### src/rtl/lap_memory_if.sv
// Signal bundle between the stopwatch front end and lap_memory.
// Key pulses and live time go in; display data and lap status come out.
interface lap_memory_if #(
   parameter int DEPTH = 8
);
   localparam int AW = $clog2(DEPTH);

   logic          tick_100hz;
   logic [23:0]   time_bcd;
   logic          lap_pulse;
   logic          recall_pulse;
   logic          clear_pulse;
   logic [23:0]   disp_bcd;
   logic          recall_mode;
   logic [AW-1:0] recall_index;
   logic [AW:0]   lap_count;
   logic          full;

   modport master (
      output tick_100hz, time_bcd, lap_pulse, recall_pulse, clear_pulse,
      input  disp_bcd, recall_mode, recall_index, lap_count, full
   );

   modport slave (
      input  tick_100hz, time_bcd, lap_pulse, recall_pulse, clear_pulse,
      output disp_bcd, recall_mode, recall_index, lap_count, full
   );
endinterface

### src/rtl/lap_memory.sv
// Circular lap buffer for the stopwatch: captures mm:ss:cc on lap presses and
// drives the display with either the live time or a recalled lap.
module lap_memory #(
   parameter int DEPTH         = 8,
   parameter int TIMEOUT_TICKS = 300,
   parameter bit OVERWRITE     = 1'b1
) (
   input logic         CLOCK_50,
   input logic         RESET,
   lap_memory_if.slave bus
);
   localparam int DATA_W = 24;
   localparam int AW     = $clog2(DEPTH);
   localparam int CW     = AW + 1;
   localparam int TW     = $clog2(TIMEOUT_TICKS + 1);
   localparam logic [CW-1:0] FULL_CNT = CW'(DEPTH);
   localparam logic [TW-1:0] TMO_LAST = TW'(TIMEOUT_TICKS - 1);

   typedef enum logic {LIVE, RECALL} state_t;

   state_t            state, state_nxt;
   logic [AW-1:0]     wr_ptr, wr_ptr_nxt;
   logic [AW-1:0]     old_ptr, old_ptr_nxt;
   logic [AW-1:0]     rec_idx, rec_idx_nxt;
   logic [AW-1:0]     rd_addr;
   logic [CW-1:0]     lap_cnt, lap_cnt_nxt;
   logic [TW-1:0]     tmo_cnt, tmo_cnt_nxt;
   logic              wr_en;
   logic [DATA_W-1:0] disp_p1;
   logic [DATA_W-1:0] mem [DEPTH];

   // Index is relative to the oldest entry; pointer width wraps modulo DEPTH.
   assign rd_addr = old_ptr + rec_idx;

   always_comb begin
      state_nxt   = state;
      wr_ptr_nxt  = wr_ptr;
      old_ptr_nxt = old_ptr;
      rec_idx_nxt = rec_idx;
      lap_cnt_nxt = lap_cnt;
      tmo_cnt_nxt = tmo_cnt;
      wr_en       = 1'b0;

      if (bus.clear_pulse) begin
         state_nxt   = LIVE;
         wr_ptr_nxt  = '0;
         old_ptr_nxt = '0;
         rec_idx_nxt = '0;
         lap_cnt_nxt = '0;
         tmo_cnt_nxt = '0;
      end else begin
         if (bus.lap_pulse) begin
            if (lap_cnt != FULL_CNT) begin
               wr_en       = 1'b1;
               wr_ptr_nxt  = wr_ptr + 1'b1;
               lap_cnt_nxt = lap_cnt + 1'b1;
            end else if (OVERWRITE) begin
               wr_en       = 1'b1;
               wr_ptr_nxt  = wr_ptr + 1'b1;
               old_ptr_nxt = old_ptr + 1'b1;
            end
         end

         // Recall decisions look at lap_cnt before any same-cycle capture.
         case (state)
            LIVE: begin
               if (bus.recall_pulse && lap_cnt != '0) begin
                  state_nxt   = RECALL;
                  rec_idx_nxt = '0;
                  tmo_cnt_nxt = '0;
               end
            end
            RECALL: begin
               if (bus.recall_pulse) begin
                  tmo_cnt_nxt = '0;
                  if ({1'b0, rec_idx} == lap_cnt - 1'b1) begin
                     state_nxt   = LIVE;
                     rec_idx_nxt = '0;
                  end else begin
                     rec_idx_nxt = rec_idx + 1'b1;
                  end
               end else if (bus.tick_100hz) begin
                  if (tmo_cnt == TMO_LAST) begin
                     state_nxt   = LIVE;
                     rec_idx_nxt = '0;
                     tmo_cnt_nxt = '0;
                  end else begin
                     tmo_cnt_nxt = tmo_cnt + 1'b1;
                  end
               end
            end
            default: state_nxt = LIVE;
         endcase
      end
   end

   always_ff @(posedge CLOCK_50) begin
      if (RESET) begin
         state   <= LIVE;
         wr_ptr  <= '0;
         old_ptr <= '0;
         rec_idx <= '0;
         lap_cnt <= '0;
         tmo_cnt <= '0;
      end else begin
         state   <= state_nxt;
         wr_ptr  <= wr_ptr_nxt;
         old_ptr <= old_ptr_nxt;
         rec_idx <= rec_idx_nxt;
         lap_cnt <= lap_cnt_nxt;
         tmo_cnt <= tmo_cnt_nxt;
      end
   end

   always_ff @(posedge CLOCK_50) begin
      if (wr_en) begin
         mem[wr_ptr] <= bus.time_bcd;
      end
   end

   // ---- display register stage ----
   always_ff @(posedge CLOCK_50) begin
      if (RESET) begin
         disp_p1 <= '0;
      end else if (state == RECALL) begin
         disp_p1 <= mem[rd_addr];
      end else begin
         disp_p1 <= bus.time_bcd;
      end
   end

   assign bus.disp_bcd     = disp_p1;
   assign bus.recall_mode  = (state == RECALL);
   assign bus.recall_index = rec_idx;
   assign bus.lap_count    = lap_cnt;
   assign bus.full         = (lap_cnt == FULL_CNT);
endmodule

### src/flat_wrapper.sv
// flat-port wrapper written by rule: the top's interface ports become plain ports
module lap_memory_flat 
#(
   parameter int DEPTH         = 8,
   parameter int TIMEOUT_TICKS = 300,
   parameter bit OVERWRITE     = 1'b1
)
  (CLOCK_50, RESET, bus_tick_100hz, bus_time_bcd, bus_lap_pulse, bus_recall_pulse, bus_clear_pulse, bus_disp_bcd, bus_recall_mode, bus_recall_index, bus_lap_count, bus_full);
  lap_memory_if #(.DEPTH(DEPTH)) bus_i ();
  input logic CLOCK_50;
  input logic RESET;
  input wire logic [$bits(bus_i.tick_100hz)-1:0] bus_tick_100hz;
  input wire logic [$bits(bus_i.time_bcd)-1:0] bus_time_bcd;
  input wire logic [$bits(bus_i.lap_pulse)-1:0] bus_lap_pulse;
  input wire logic [$bits(bus_i.recall_pulse)-1:0] bus_recall_pulse;
  input wire logic [$bits(bus_i.clear_pulse)-1:0] bus_clear_pulse;
  output wire logic [$bits(bus_i.disp_bcd)-1:0] bus_disp_bcd;
  output wire logic [$bits(bus_i.recall_mode)-1:0] bus_recall_mode;
  output wire logic [$bits(bus_i.recall_index)-1:0] bus_recall_index;
  output wire logic [$bits(bus_i.lap_count)-1:0] bus_lap_count;
  output wire logic [$bits(bus_i.full)-1:0] bus_full;
  assign bus_i.tick_100hz = bus_tick_100hz;
  assign bus_i.time_bcd = bus_time_bcd;
  assign bus_i.lap_pulse = bus_lap_pulse;
  assign bus_i.recall_pulse = bus_recall_pulse;
  assign bus_i.clear_pulse = bus_clear_pulse;
  assign bus_disp_bcd = bus_i.disp_bcd;
  assign bus_recall_mode = bus_i.recall_mode;
  assign bus_recall_index = bus_i.recall_index;
  assign bus_lap_count = bus_i.lap_count;
  assign bus_full = bus_i.full;
  lap_memory #(.DEPTH(DEPTH), .TIMEOUT_TICKS(TIMEOUT_TICKS), .OVERWRITE(OVERWRITE)) u_core (.CLOCK_50(CLOCK_50), .RESET(RESET), .bus(bus_i));
endmodule
### config.mk
export PLATFORM = sky130hd
export DESIGN_NAME = lap_memory_flat
export DESIGN_NICKNAME = d
export VERILOG_FILES = /design/src/rtl/lap_memory_if.sv /design/src/rtl/lap_memory.sv /design/src/flat_wrapper.sv
export SDC_FILE = /design/constraint.sdc
export NUM_CORES = 1
export LEC_CHECK = 0
export ABC_AREA = 1
export CAP_MARGIN = 5
export CORE_ASPECT_RATIO = 0.9
export CORE_MARGIN = 2
export CORE_UTILIZATION = 60
export CTS_CLUSTER_SIZE = 30
export DETAILED_ROUTE_END_ITERATION = 10
export PLACE_DENSITY = 0.86
export SLEW_MARGIN = 20
export SYNTH_ARGS = -nofsm -noshare
export SYNTH_HDL_FRONTEND = slang
export SYNTH_SLANG_ARGS = --single-unit
### constraint.sdc
create_clock -name CLOCK_50 -period 2.8 [get_ports CLOCK_50]
set_input_delay 0.56 -clock CLOCK_50 [delete_from_list [all_inputs] [get_ports CLOCK_50]]
set_output_delay 0.56 -clock CLOCK_50 [all_outputs]
set_load 0.03 [all_outputs]
======== Yosys cells after proc, flatten, opt, wreduce, memory -nomap -nowiden ========
Memories as Yosys holds them, arrays and structs flattened.
Cells that the tools add are included.
storage, ports and cells
  flip-flop bits (word level) ............. 47
  memory bits (writable) .................. 192
  memories ................................ 1
operators by class
  add/subtract/negate cells ............... 7
  equal/unequal tests ..................... 7
  muxes and demuxes ....................... 22
  bitwise logic cells ..................... 2
  reductions and logical operators ........ 7
memory list
  memory      depth  bits a word  read ports  clocked after Yosys merged registers in  write ports  RTL line          source
  u_core.mem  8      24           1           0                                        1            lap_memory.sv:30  logic [DATA_W-1:0] mem [DEPTH];
operators with widths
  operator                                               number
  two-way mux 9 bit                                      4
  two-way mux 24 bit                                     1
  one-hot mux 9 bit (2 select lines)                     1
  two-way mux 3 bit                                      5
  adder 3 x 1 -> 3 bit, second input constant            3
  adder 9 x 1 -> 9 bit, second input constant            1
  equality test 9 bit, second input constant             1
  two-way mux 1 bit                                      9
  inequality test 3 bit, second input constant           2
  one-hot mux 3 bit (2 select lines)                     1
  AND reduction 2 bit                                    3
  adder 4 x 1 -> 4 bit, second input constant            1
  equality test 3 x 4 -> 1 bit                           1
  equality test 4 bit, second input constant             1
  inequality test 4 bit, second input constant           1
  nonzero test 4 bit                                     1
  subtractor 4 x 1 -> 4 bit, second input constant       1
  adder 3 bit                                            1
  AND reduction 3 bit                                    1
  inequality test 2 x 1 -> 1 bit, second input constant  1
  NOT 1 bit                                              2
  one-hot mux 1 bit (2 select lines)                     1
  OR reduction 2 bit                                     1
  logical AND 1 bit                                      1

======== Logic depth before layout (Yosys ltp) ========
  word-level depth ........................ 5
  mapped depth ............................ 13
  depth with buffers taken out ............ 12

======== Least setup slack after synthesis ========
Ideal clock, no wire load.
  path kind ............................... register -> register
  start ................................... register u_core.rec_idx[0] (netlist: u_core.bus.recall_index[0])
  end ..................................... register u_core.disp_p1[0] (netlist: u_core.bus.disp_bcd[0])
  arrival time ............................ 2157 ps
  path slack .............................. 572 ps
  cell stages (with the launch flop) ...... 13
  buffers on the path ..................... 2
  clock period less this slack ............ 2228 ps
  path through ............................ dfxtp_1 > ha_1 > inv_1 > fa_1 > inv_1 > buf_2 > buf_2 > nand3_1 > nand2_1 > nand2_1 > nand2_1 > nand2_1 > a21oi_2
on the way
  longest elaborated chain between the ends .. 3
RTL lines
  item                      RTL line           source
  start, declared           lap_memory.sv:24   logic [AW-1:0] rec_idx, rec_idx_nxt;
  start signal, assigned    lap_memory.sv:109  rec_idx <= rec_idx_nxt;
  adder 3 bit               lap_memory.sv:33   assign rd_addr = old_ptr + rec_idx;
  memory read (8 x 24 bit)  -
  two-way mux 24 bit        lap_memory.sv:125  end else if (state == RECALL) begin
  end signal, assigned      lap_memory.sv:126  disp_p1 <= mem[rd_addr];
  end signal, assigned      lap_memory.sv:128  disp_p1 <= bus.time_bcd;
  end, declared             lap_memory.sv:29   logic [DATA_W-1:0] disp_p1;
No other way between the ends.
A chain may end at the register's enable or synchronous reset.

======== Worst setup path in the final report ========
  start ................................... register u_core.rec_idx[2] (netlist: u_core.bus.recall_index[2])
  end ..................................... output port bus_recall_index[2]
RTL lines
  item           RTL line            source
  end, declared  flat_wrapper.sv:19  output wire logic [$bits(bus_i.recall_index)-1:0] bus_recall_index;
No word-level cell between the ends.

==> flow_summary.json <==
{
  "holdPathEnd": "u_core.tmo_cnt[2]",
  "die_h_um": 130.8,
  "r2r_end": "u_core.bus.disp_bcd[11]",
  "final_nets": 1259,
  "layout-drive-gt1-share_pct": 7.357,
  "synth_area_per_cell_um2": 9.239,
  "holdBufCountCts": 0,
  "timing.rr.start": "u_core.bus.recall_index[1]",
  "yosysTopAreaCellShare_pct": 53.75,
  "multi_input_area_um2": 2907,
  "slowest_delay_ns": 0.75,
  "vdd_drop_max_v": 0.0005264,
  "worst_pin_slew_ns": 0.7712,
  "synth-main-ff-cell": "edfxtp_1",
  "critPathArrivalTime_ns": 1.81,
  "yosysTopAreaCell": "edfxtp_1",
  "hold_class": "flop to flop",
  "drc": 0,
  "total_power_mw": 7.522,
  "relSlewSlack_pct": 48.53,
  "required_ns": 2.24,
  "synthAdderAreaFrac_pct": 1.120,
  "yosysMostFrequentCell": "nand2_1",
  "h-tree-depth": 1,
  "cp-start-kind": "flop",
  "synth_seq_cells": 239,
  "critPathMaxFanout": 8,
  "overflow": 0,
  "postCtsSetupBuffers": 0,
  "synth-simple-area-share_pct": 22.14,
  "ios": 63,
  "fin_tns_setup_ns": 0,
  "synth-compound-area-share_pct": 3.033,
  "ff2ff_path_depth": 11,
  "synth_top_family_by_area": "simple AND/OR/NAND/NOR gates",
  "synthTopCellsByArea": "edfxtp_1 (54%), nand2_1 (15%), dfxtp_1 (8.8%)",
  "portBuffers": 62,
  "drt-wirelength-per-cell_um": 16.14,
  "setup_viol": 0,
  "cts_tree": "done",
  "rsz0062_at_grt": "false",
  "grt.total_usage_pct": 25.32,
  "first_global_vias": 7726,
  "viasPerCell": 5.326,
  "detail-route-antenna-nets": 0,
  "fp.dieW_um": 144.9,
  "gp_congestion": 0.8710,
  "cap_violations": 0,
  "timing.fmax_mhz": 421.5,
  "die_area_um2": 18960,
  "yosys.area_share.xor_xnor_pct": 0.5716,
  "grt_first_pass_wirelength_um": 38230,
  "holdCritStartpoint": "u_core.tmo_cnt[2]",
  "synth_common_cells": "nand2_1 (416), inv_1 (224), edfxtp_1 (192), nand3_1 (120), dfxtp_1 (47)",
  "synth-edff-count": 192,
  "num_rows": 46,
  "ff_latch_area_um2": 6706,
  "vias": 7866,
  "seq_area_frac_synth_pct": 62.52,
  "clk_latency_ns": 0.53,
  "p_leak_nw": 5.510,
  "yosys_warnings": 0,
  "root_buffer": "clkbuf_16",
  "status": "completed",
  "hpwl_um": 13220,
  "slowest_stage": "clkdlybuf4s50_1",
  "final.fill_count": 1190,
  "start_util_pct": 61.10,
  "crit_type": "flop to output port",
  "skew_ns": 0.01877,
  "final.min_clock_period_ns": 2.372,
  "cts_sinks": 239,
  "cp-end-kind": "output port",
  "min_path_cells": 2,
  "async_flop_share_pct": 0,
  "dr.pass1.iters": 5,
  "syn_area_um2": 10730,
  "crit_chain": "clkdlybuf4s50_1",
  "final_max_slew_viol_count": 0,
  "worst-path-stages": 1,
  "netlist_instances": 1161,
  "max-clock-path-buffers": 3,
  "post_cts_resized": 0,
  "yosysUniqueCellTypes": 28,
  "hold_viol": 0,
  "syn_nets": 1200,
  "antenna_found_initial": 0,
  "synth.area.mux_share_pct": 0,
  "cts_made_buffers": 24,
  "power.density_nw_per_um2": 607.1,
  "drt-initial-drc-count": 827,
  "fp.coreArea_um2": 17550,
  "grt_max_degree": 97,
  "reg2reg_slack_ns": 0.54,
  "critical_path_buf_inv_count": 1,
  "whs_ns": 0.4779,
  "critPathTopFamily": "buffers and inverters",
  "finalCritPeriodShare_pct": 84.72,
  "cts.reportedPaths.clkPinSlew_ns": 0.06,
  "finalWirelength_um": 23850,
  "diodes": 0,
  "area_growth_pct": 15.50
}
==> per-layer routing <==
| metal | part of all wire, % | vias up | GRT usage [%] |
|---|---|---|---|
| met2 | 50 | 392 | 45.27 |
| met5 | 0 | - | 0 |
| met1 | 39 | 3662 | 31.50 |
| met3 | 8.6 | 67 | 4.514 |
| met4 | 2.8 | 0 | 9.260 |
| li1 | - | 3745 | - |
==> worst max-delay path by stage <==
| stage | end | startpoint |
|---|---|---|
| floorplan | u_core.bus.disp_bcd[0] | u_core.bus.recall_index[0] |
| global placement | u_core.mem[7][20] | bus_lap_pulse |
| detailed placement | u_core.mem[6][22] | bus_lap_pulse |
| CTS | bus_full | u_core.bus.lap_count[0] |
| global route | bus_full | u_core.bus.lap_count[0] |
| finish | bus_recall_index[2] | u_core.bus.recall_index[2] |
==> layout by cell type, fill, tap and decap left out, types with 2 or more instances in the layout <==
cell / count
a211oi_1: 2
a21oi_1: 15
a21oi_2: 20
buf_12: 5
buf_4: 13
bufinv_16: 4
clkbuf_1: 4
clkbuf_16: 24
clkdlybuf4s50_1: 60
clkinv_1: 7
dfxtp_1: 47
edfxtp_1: 192
ha_1: 7
inv_1: 224
inv_2: 4
nand2_1: 416
nand2_2: 5
nand3_1: 120
nand4_1: 5
nor2_1: 24
nor2_2: 9
nor3_1: 2
o21ai_0: 9
xnor2_1: 2
xor2_1: 5
==> sequential cells by signal (all words and copies together) (netlist names) <==
signal                   flops
u_core.old_ptr               3
u_core.tmo_cnt               9
u_core.wr_ptr                3
u_core.bus.lap_count         4
u_core.bus.recall_index      3
u_core.bus.recall_mode       1
u_core.mem                 192
u_core.bus.disp_bcd         24
==> power breakdown <==
part	total [mW]	switching [mW]	internal (mW)
Sequential	3.90	0.0181	3.88
Combinational	0.349	0.220	0.129
Clock	3.27	1.30	1.96
Total	7.52	1.54	5.98
==> cell type report <==
cell class	count	area share [%]
clock buffer	29	5.080
clock inverter	14	1.414
inverter	228	6.908
multi-input combinational	647	23.46
sequential	239	54.13
tap	240	2.424
timing repair buffer	80	6.585
==> kinds of logic after synthesis <==
kind of cell	Yosys count
flip-flops	239
buffers and inverters	275
AO/OA/AOI/OAI	48
adder cells (fa/ha/maj)	9
AND/OR/NAND/NOR	583
XOR/XNOR	7
==> through the flow <==
step	setup slack (ns)	std cells	util [%]	cell area [um^2]
floorplan	0.5724	1161	-	10730
global placement	0.5466	1434	65.98	11580
detailed placement	0.4798	1434	65.98	11580
CTS	0.05516	1477	70.56	12390
global route	0.3117	1477	70.58	12390
finish	0.4277	1477	70.58	12390
(Power assumes the default switching activity.)
